## src/rtl/scan_pkg.sv

```systemverilog
// Shared constants for the 7-segment scanner: active-low segment patterns and anode idle level.
package scan_pkg;

    localparam logic [6:0] SEG_0     = 7'h40;
    localparam logic [6:0] SEG_1     = 7'h79;
    localparam logic [6:0] SEG_2     = 7'h24;
    localparam logic [6:0] SEG_3     = 7'h30;
    localparam logic [6:0] SEG_4     = 7'h19;
    localparam logic [6:0] SEG_5     = 7'h12;
    localparam logic [6:0] SEG_6     = 7'h02;
    localparam logic [6:0] SEG_7     = 7'h78;
    localparam logic [6:0] SEG_8     = 7'h00;
    localparam logic [6:0] SEG_9     = 7'h10;
    localparam logic [6:0] SEG_BLANK = 7'h7F;

    localparam int unsigned MAX_DIG  = 8;
    localparam logic [MAX_DIG-1:0] ANODE_OFF = '1;

    // Active-low one-hot anode pattern for digit idx (bits beyond the digit count stay high).
    function automatic logic [MAX_DIG-1:0] anode_sel(input int unsigned idx);
        logic [MAX_DIG-1:0] an;
        an = ANODE_OFF;
        an[idx] = 1'b0;
        return an;
    endfunction

endpackage

```

## src/rtl/bcd_to_7seg.sv

```systemverilog
// Combinational BCD to active-low {g,f,e,d,c,b,a} decoder; non-BCD codes blank the digit.
module bcd_to_7seg
    import scan_pkg::*;
(
    input  logic [3:0] bcd_i,
    output logic [6:0] seg_o
);

    always_comb begin
        case (bcd_i)
            4'd0:    seg_o = SEG_0;
            4'd1:    seg_o = SEG_1;
            4'd2:    seg_o = SEG_2;
            4'd3:    seg_o = SEG_3;
            4'd4:    seg_o = SEG_4;
            4'd5:    seg_o = SEG_5;
            4'd6:    seg_o = SEG_6;
            4'd7:    seg_o = SEG_7;
            4'd8:    seg_o = SEG_8;
            4'd9:    seg_o = SEG_9;
            default: seg_o = SEG_BLANK;
        endcase
    end

endmodule

```

## src/rtl/bcd_7seg_scanner.sv

```systemverilog
// Time-multiplexed common-anode 7-segment scanner with a per-frame tear-free snapshot.
// Optional leading-zero blanking is enabled by defining SCAN_LZ_BLANK_EN.
module bcd_7seg_scanner
    import scan_pkg::*;
#(
    parameter int unsigned NUM_DIG     = 8,
    parameter int unsigned REFRESH_DIV = 100000
) (
    input  logic                   clk,
    input  logic                   rst,
    input  logic [4*NUM_DIG-1:0]   digits_i,
    input  logic [NUM_DIG-1:0]     dp_i,
    output logic [NUM_DIG-1:0]     an_o,
    output logic [6:0]             seg_o,
    output logic                   dp_o
);

    localparam int unsigned PW = $clog2(REFRESH_DIV);
    localparam int unsigned IW = (NUM_DIG > 1) ? $clog2(NUM_DIG) : 1;

    logic [PW-1:0]        presc_q, presc_d;
    logic [IW-1:0]        idx_q, idx_d;
    logic [4*NUM_DIG-1:0] shadow_q;
    logic [NUM_DIG-1:0]   shdp_q;
    logic [NUM_DIG-1:0]   an_q, an_d;
    logic [6:0]           seg_q, seg_d;
    logic                 dp_q, dp_d;

    logic                 tick;
    logic                 frame_start;
    logic [4*NUM_DIG-1:0] frame_dig;
    logic [NUM_DIG-1:0]   frame_dp;
    logic [3:0]           cur_bcd;
    logic                 cur_dp;
    logic [6:0]           dec_seg;
    logic                 blank;
    logic [MAX_DIG-1:0]   an_full;

    assign tick        = (presc_q == PW'(REFRESH_DIV - 1));
    assign frame_start = (idx_q == '0);

    // Digit 0 reads the live inputs so the snapshot taken on the same tick is not a frame late.
    assign frame_dig = frame_start ? digits_i : shadow_q;
    assign frame_dp  = frame_start ? dp_i     : shdp_q;

    always_comb begin
        cur_bcd = '0;
        cur_dp  = 1'b0;
        for (int unsigned k = 0; k < NUM_DIG; k++) begin
            if (idx_q == IW'(k)) begin
                cur_bcd = frame_dig[4*k +: 4];
                cur_dp  = frame_dp[k];
            end
        end
    end

    bcd_to_7seg u_dec (
        .bcd_i (cur_bcd),
        .seg_o (dec_seg)
    );

`ifdef SCAN_LZ_BLANK_EN
    // lz_mask[k] is set when digits k..NUM_DIG-1 are all zero; digit 0 is never blanked.
    logic [NUM_DIG-1:0] lz_mask;
    always_comb begin
        logic upper_zero;
        lz_mask    = '0;
        upper_zero = 1'b1;
        for (int unsigned i = 0; i + 1 < NUM_DIG; i++) begin
            upper_zero = upper_zero && (frame_dig[4*(NUM_DIG-1-i) +: 4] == 4'd0);
            lz_mask[NUM_DIG-1-i] = upper_zero;
        end
    end
    assign blank = lz_mask[idx_q];
`else
    assign blank = 1'b0;
`endif

    always_comb begin
        presc_d = tick ? '0 : presc_q + 1'b1;
        idx_d   = (idx_q == IW'(NUM_DIG - 1)) ? '0 : idx_q + 1'b1;
        an_full = anode_sel(int'(idx_q));
        an_d    = an_full[NUM_DIG-1:0];
        seg_d   = blank ? SEG_BLANK : dec_seg;
        dp_d    = ~cur_dp;
    end

    always_ff @(posedge clk or negedge rst) begin
        if (!rst) begin
            presc_q  <= '0;
            idx_q    <= '0;
            shadow_q <= '0;
            shdp_q   <= '0;
            an_q     <= ANODE_OFF[NUM_DIG-1:0];
            seg_q    <= SEG_BLANK;
            dp_q     <= 1'b1;
        end else begin
            presc_q <= presc_d;
            if (tick) begin
                idx_q <= idx_d;
                an_q  <= an_d;
                seg_q <= seg_d;
                dp_q  <= dp_d;
                if (frame_start) begin
                    shadow_q <= digits_i;
                    shdp_q   <= dp_i;
                end
            end
        end
    end

    assign an_o  = an_q;
    assign seg_o = seg_q;
    assign dp_o  = dp_q;

endmodule

```

## config.mk

```make
export PLATFORM = sky130hd
export DESIGN_NAME = bcd_7seg_scanner
export DESIGN_NICKNAME = d
export VERILOG_FILES = /design/src/rtl/scan_pkg.sv /design/src/rtl/bcd_to_7seg.sv /design/src/rtl/bcd_7seg_scanner.sv
export SDC_FILE = /design/constraint.sdc
export NUM_CORES = 1
export LEC_CHECK = 0
export ABC_AREA = 1
export CORE_MARGIN = 3
export CORE_UTILIZATION = 40
export CTS_BUF_LIST = sky130_fd_sc_hd__clkbuf_8
export CTS_CLUSTER_SIZE = 24
export DETAILED_ROUTE_END_ITERATION = 8
export PLACE_DENSITY_LB_ADDON = 0.15
export REMOVE_ABC_BUFFERS = 1
export SETUP_SLACK_MARGIN = 0.5
export SLEW_MARGIN = 20
export SYNTH_ARGS = -nofsm -noshare
export SYNTH_HDL_FRONTEND = slang
export SYNTH_SLANG_ARGS = --single-unit
export TNS_END_PERCENT = 10
```

## constraint.sdc

```tcl
create_clock -name clk -period 3.8 [get_ports clk]
set_input_delay 0.57 -clock clk [delete_from_list [all_inputs] [get_ports clk]]
set_output_delay 0.57 -clock clk [all_outputs]
set_load 0.05 [all_outputs]
```

==> run metrics, run 1 <==
status finished, final reports clean; post-synthesis cell count 531; Sink Count 71; router iterations before antenna repair 5; largest net degree at the start of global routing 41; final worst-path setup slack 874 ps; std cell rows 36; Slew Limit Headroom 37.7%; Reg clk slew, reported paths 80 ps; placed instance area 4710 sq um; area grow syn2layout 21.5%; final setup TNS 0 ps; Hold Crit Class input pin to async pin; clock root buffer clkbuf_8; worst-case clock buffer depth 2; crit path time final 2930 ps; Crit path buffers/inverters 3; nets 646; slowest CP cell dfrtp_1; total number of vias 3670; Worst Path Arrival 3210 ps; latest clock arrival within the worst-skew pair 360 ps; initial antenna violation count 0; dpl hpwl 7390 um; worst r2r path cells 17; CP Class register to register; RSZ-0062 raised after global routing false; post-route ant nets 0; Starting Density 41.2%; reg2reg end seg_o[1]; Worst path top cell family by delay simple AND/OR/NAND/NOR gates; WP data required 4090 ps; most frequent CP cell nand2_1; total core area 9820 sq um; Leakage Power 2.37 nW; post-synthesis sequential area ratio 44.4%; drt total wl 10200 um; most common cell after layout, fill and taps aside nand2_1; number of max-cap violations 0; total die area 11400 sq um; Worst Clk Skew 15.7 ps; GPL Wtd Cong 0.864; Min Hold Slack 333 ps; sequential share of power 53.7%; CP Launch Type register; hold buffers post-CTS 0; Crit path largest cell delay 470 ps; yosys synthesis warning count 0; Crit. End Element register; Worst R2R Start idx_q[0]; Setup-failing EPs final 0; vias in the first global route 3583; CTS tree yes; Final Max Tran Viols 0; boundary pin count 58; Comb pwr share 7.9%; P_sw 0.000336 W; CP Cell Sequence inv_1, ha_1, inv_1, nor2_4, buf_4, nand2_1, nand3_1, nand2_1, nand2_1, nand2_1, nand2_1, nand2_1, a21oi_2, ha_1, a21boi_0, nor2_1, nor2_1; mean post-synth cell area 7.63 sq um; DP Worst Slack 762 ps; CP max FO 8; via/cell ratio 5.03; Num CTS Buffers 9; Syn Std Cell Area 4050 sq um; Clock power frac 38.3%; Switching Fraction 23.8%; flop-to-flop setup slack 870 ps; Routed wire per std cell 14.0 um; antenna diode count 0; H-tree levels 3; first-pass GRT wire length 17300 um; share of layout cells above drive strength 1 8.89%; Final Cycle Share 77.0%; GRT overflow 0; die width 107 um; Starting DRT DRC Count 205; actual slew at the worst max-slew pin 935 ps; final hold violation count 0; fmax 0.342 GHz; # DRC 0; Yosys reg bits 71; Power Internal 0.00107 W; Tot GR Track Use 19.0%; pwr dens 287 nW/um^2; IO Port Bufs 57; Post-Layout Inst Area 4920 sq um; commonest non-fill, non-tap cells in the layout 146 x nand2_1, 68 x inv_1, 61 x nor2_1, 56 x clkdlybuf4s50_1, 55 x dfrtp_1; die height 107 um; Synth cell types 34; VDD IR max 0.147 mV
[worst max-delay path by stage]
stage               end  depth (start not counted)      from  slack [ps]
2_1_floorplan  seg_o[3]                         20  idx_q[0]        1300
3_3_place_gp   seg_o[1]                         16  idx_q[0]        1000
3_5_place_dp   seg_o[3]                         20  idx_q[0]         760
4_1_cts        seg_o[3]                         20  idx_q[0]         770
5_1_grt        seg_o[6]                         20  idx_q[0]         550
6_report       seg_o[1]                         17  idx_q[0]         870
[logic make-up after synthesis]
logic type	after synthesis	share of synthesized area (%)
and+or+nand+nor	266	27.4
DFF	71	44.4
AOI/OAI and AO/OA	82	11.2
adders and majority gates	13	4.02
buffers and inverters	82	8.62
muxes	17	4.36
[through the flow]
step	utilization, %	power (W)	std cells
final	50.1	0.00141	729
after floorplan	-	0.000812	516
after global routing	50.1	0.00148	729
after global placement	48.0	0.000885	709
after detailed placement	48.0	0.000885	709
after CTS	49.7	0.00143	725
[registers in the layout, indices dropped and copies added (netlist names)]
| signal | count |
|---|---|
| seg_o | 7 |
| idx_q | 3 |
| shadow_q | 28 |
| shdp_q | 7 |
| presc_q | 17 |
| dp_o | 1 |
| an_o | 8 |
[cells in the mapped netlist (all sizes together)]
cell type	n	share of area [%]
mux2i	12	3.0
o21bai	1	0.19
nand3	35	4.3
o22ai	4	0.62
buf	9	1.7
a21boi	1	0.19
nand4	5	0.77
a31oi	15	2.3
clkinv	2	0.19
nor3	2	0.25
a21oi	21	2.9
o21ai	39	4.8
ha	13	4.0
nor2	65	6.4
nand2	149	14
clkbuf	6	0.56
dfrtp	55	34
inv	65	6.1
mux2	5	1.4
nor4	7	1.1
and3	1	0.15
dfstp	16	10
or2	2	0.31
o221ai	1	0.22
[power groups by stage]
| stage | registers (W) | clock network, W | logic, W |
|---|---|---|---|
| 2_1_floorplan | 0.000775 | 0 | 0.0000365 |
| 3_3_place_gp | 0.000772 | 0 | 0.000113 |
| 3_5_place_dp | 0.000772 | 0 | 0.000113 |
| 4_1_cts | 0.000758 | 0.000557 | 0.000114 |
| 5_1_grt | 0.000758 | 0.000594 | 0.000126 |
| 6_report | 0.000758 | 0.000541 | 0.000112 |
[area by class of cell]
cell class | count | area, sq um
clock inverters | 5 | 20.0
well taps | 133 | 166
inverters | 67 | 256
flip-flops and latches | 71 | 1800
clock buffers | 11 | 151
fillers | 988 | 4900
repair buffers | 64 | 618
multi-input cells | 378 | 1910
[per-layer routing]
layer	GRT usage, %	vias up	routed length [um]
li1	-	1845	-
met3	3.97	15	520
met2	27.3	86	4310
met1	27.9	1724	5190
met4	7.95	0	211
met5	0	-	0
[what timing repair did]
item	CTS	global route
setup endpoints to repair	0	5
gates resized for setup	0	1
setup buffers	0	4
(Power assumes the default switching activity.)
==> inputs of run 2 (changes only) <==
==> constraint.sdc (replaced) <==
create_clock -name clk -period 3.1 [get_ports clk]
set_input_delay 0.465 -clock clk [delete_from_list [all_inputs] [get_ports clk]]
set_output_delay 0.465 -clock clk [all_outputs]
set_load 0.05 [all_outputs]
==> run 2 against run 1 <==
Flip-flop and latch count did not move. Largest cell class unchanged. Final cell count rose by 1.8%. Global-route usage rose by 0.20 points. Fmax rose by 23%. Via count fell by 0.30%. Setup slack got worse by 160 ps.
==> run metrics, run 2 (synthesis results as in run 1) <==
drt total wl 10200 um; # DRC 0; WP data required 3370 ps; nets 659; actual slew at the worst max-slew pin 783 ps; Routed wire per std cell 13.8 um; GRT overflow 0; router iterations before antenna repair 5; H-tree levels 3; Top reg by flops shadow_q; CP Launch Type register; initial antenna violation count 0; crit path time final 2380 ps; Crit path largest cell delay 420 ps; dpl hpwl 7470 um; largest net degree at the start of global routing 41; worst r2r path cells 18; vias in the first global route 3585; flip-flop count of the largest register after layout 28; Post-Layout Inst Area 5120 sq um; most frequent CP cell nand2_1; Num CTS Buffers 9; Sink Count 71; VDD IR max 0.159 mV; GPL Wtd Cong 0.823; number of max-cap violations 0; RSZ-0062 raised after global routing false; hold buffers post-CTS 0; IO Port Bufs 57; Worst R2R Start idx_q[0]; flop-to-flop setup slack 720 ps; Setup-failing EPs final 0; CP max FO 5; area grow syn2layout 26.4%; Worst Clk Skew 13.1 ps; Slew Limit Headroom 47.8%; Critical path origin idx_q[0]; CP Class register to register; std cell rows 36; commonest non-fill, non-tap cells in the layout 142 x nand2_1, 63 x inv_1, 61 x nor2_1, 56 x clkdlybuf4s50_1, 52 x dfrtp_1; total core area 9820 sq um; status finished, final reports clean; pwr dens 353 nW/um^2; worst-case clock buffer depth 2; Starting DRT DRC Count 244; Crit. End Element register; first-pass GRT wire length 17600 um; latest clock arrival within the worst-skew pair 340 ps; slowest CP cell dfrtp_2; crit path to seg_o[3]; Starting Density 41.2%; Worst Path Arrival 2660 ps; boundary pin count 58; reg2reg end seg_o[3]; via/cell ratio 4.93; final setup TNS 0 ps; Tot GR Track Use 19.2%; Final Max Tran Viols 0; share of layout cells above drive strength 1 13.5%; post-route ant nets 0; most common cell after layout, fill and taps aside nand2_1; total number of vias 3659; final hold violation count 0; Final Cycle Share 76.9%; Register Area 1800 sq um; clock root buffer clkbuf_8; CTS tree yes; fmax 0.420 GHz; die height 107 um; Multi-input gate area 1980 sq um; # fillers 1001; antenna diode count 0; CP Cell Sequence inv_4, ha_4, inv_2, nor2_4, buf_4, buf_4, nand2_1, nand2_1, a21oi_1, nand2_1, nand2_1, nand2_2, a21oi_4, ha_1, a21boi_1, nor2_1, nor2_1, nor2_1; Leakage Power 2.44 nW; die width 107 um; Hold Crit Class input pin to async pin; placed instance area 4760 sq um; Reg clk slew, reported paths 80 ps; total die area 11400 sq um
-- run 2: cell types whose count changed in the layout (fill, tap and decap cells not counted), sizes merged --
cell    previous run  this run
clkbuf            11        10
inv               69        68
clkinv             3         4
buf                8        21
bufinv             0         1
-- run 2: how the worst min path moves through the flow --
| stage | startpoint | to | slack [ps] |
|---|---|---|---|
| after floorplan | rst | idx_q[0] | 170 |
| after global placement | presc_q[0] | presc_q[0] | 440 |
| after detailed placement | presc_q[0] | presc_q[0] | 450 |
| after CTS | rst | shdp_q[1] | 230 |
| after global routing | rst | shadow_q[5] | 260 |
| final | rst | shdp_q[1] | 200 |
-- run 2: where the power goes --
group	switching, W	internal, W	leakage [nW]
registers	0.000000569	0.000928	0.759
clock network	0.000350	0.000386	0.110
logic	0.0000719	0.0000716	1.57
-- run 2: final cells by class --
class                   count  share of cell area (%)
multi-input cells         378                    38.6
repair buffers             77                    14.1
clock buffers              10                    2.69
inverters                  67                    5.11
clock inverters             6                    1.08
flip-flops and latches     71                    35.2
well taps                 133                    3.25
-- run 2: through the flow --
step                worst slack (ps)  util [%]  cells  power, W  hold WS [ps]
global route                     478      52.1    742   0.00189           262
floorplan                        604         -    516  0.000995           169
global placement                 314      48.4    715   0.00109           441
finish                           717      52.1    742   0.00181           201
CTS                              517      50.9    735   0.00182           229
detailed placement               192      48.4    715   0.00109           452
-- run 2: repair_timing --
| item | CTS | global route |
|---|---|---|
| setup buffers | 4 | 7 |
| resized for setup | 4 | 22 |
| setup endpoints to repair | 7 | 8 |
| pin swaps | 1 | 10 |
-- run 2: worst max-delay path, delay by kind of cell, from the launching register on --
family,cells,cell delay [ps]
AND/OR/NAND/NOR,9,590
AO/OA/AOI/OAI,3,470
adder cells (fa/ha/maj),2,450
flip-flops,1,420
buffers and inverters,4,390
-- run 2: routing by layer --
layer	track usage, %	part of all wire [%]
met3	3.49	4.9
met5	0	0
met4	5.30	1.1
met1	29.3	51
met2	28.0	42
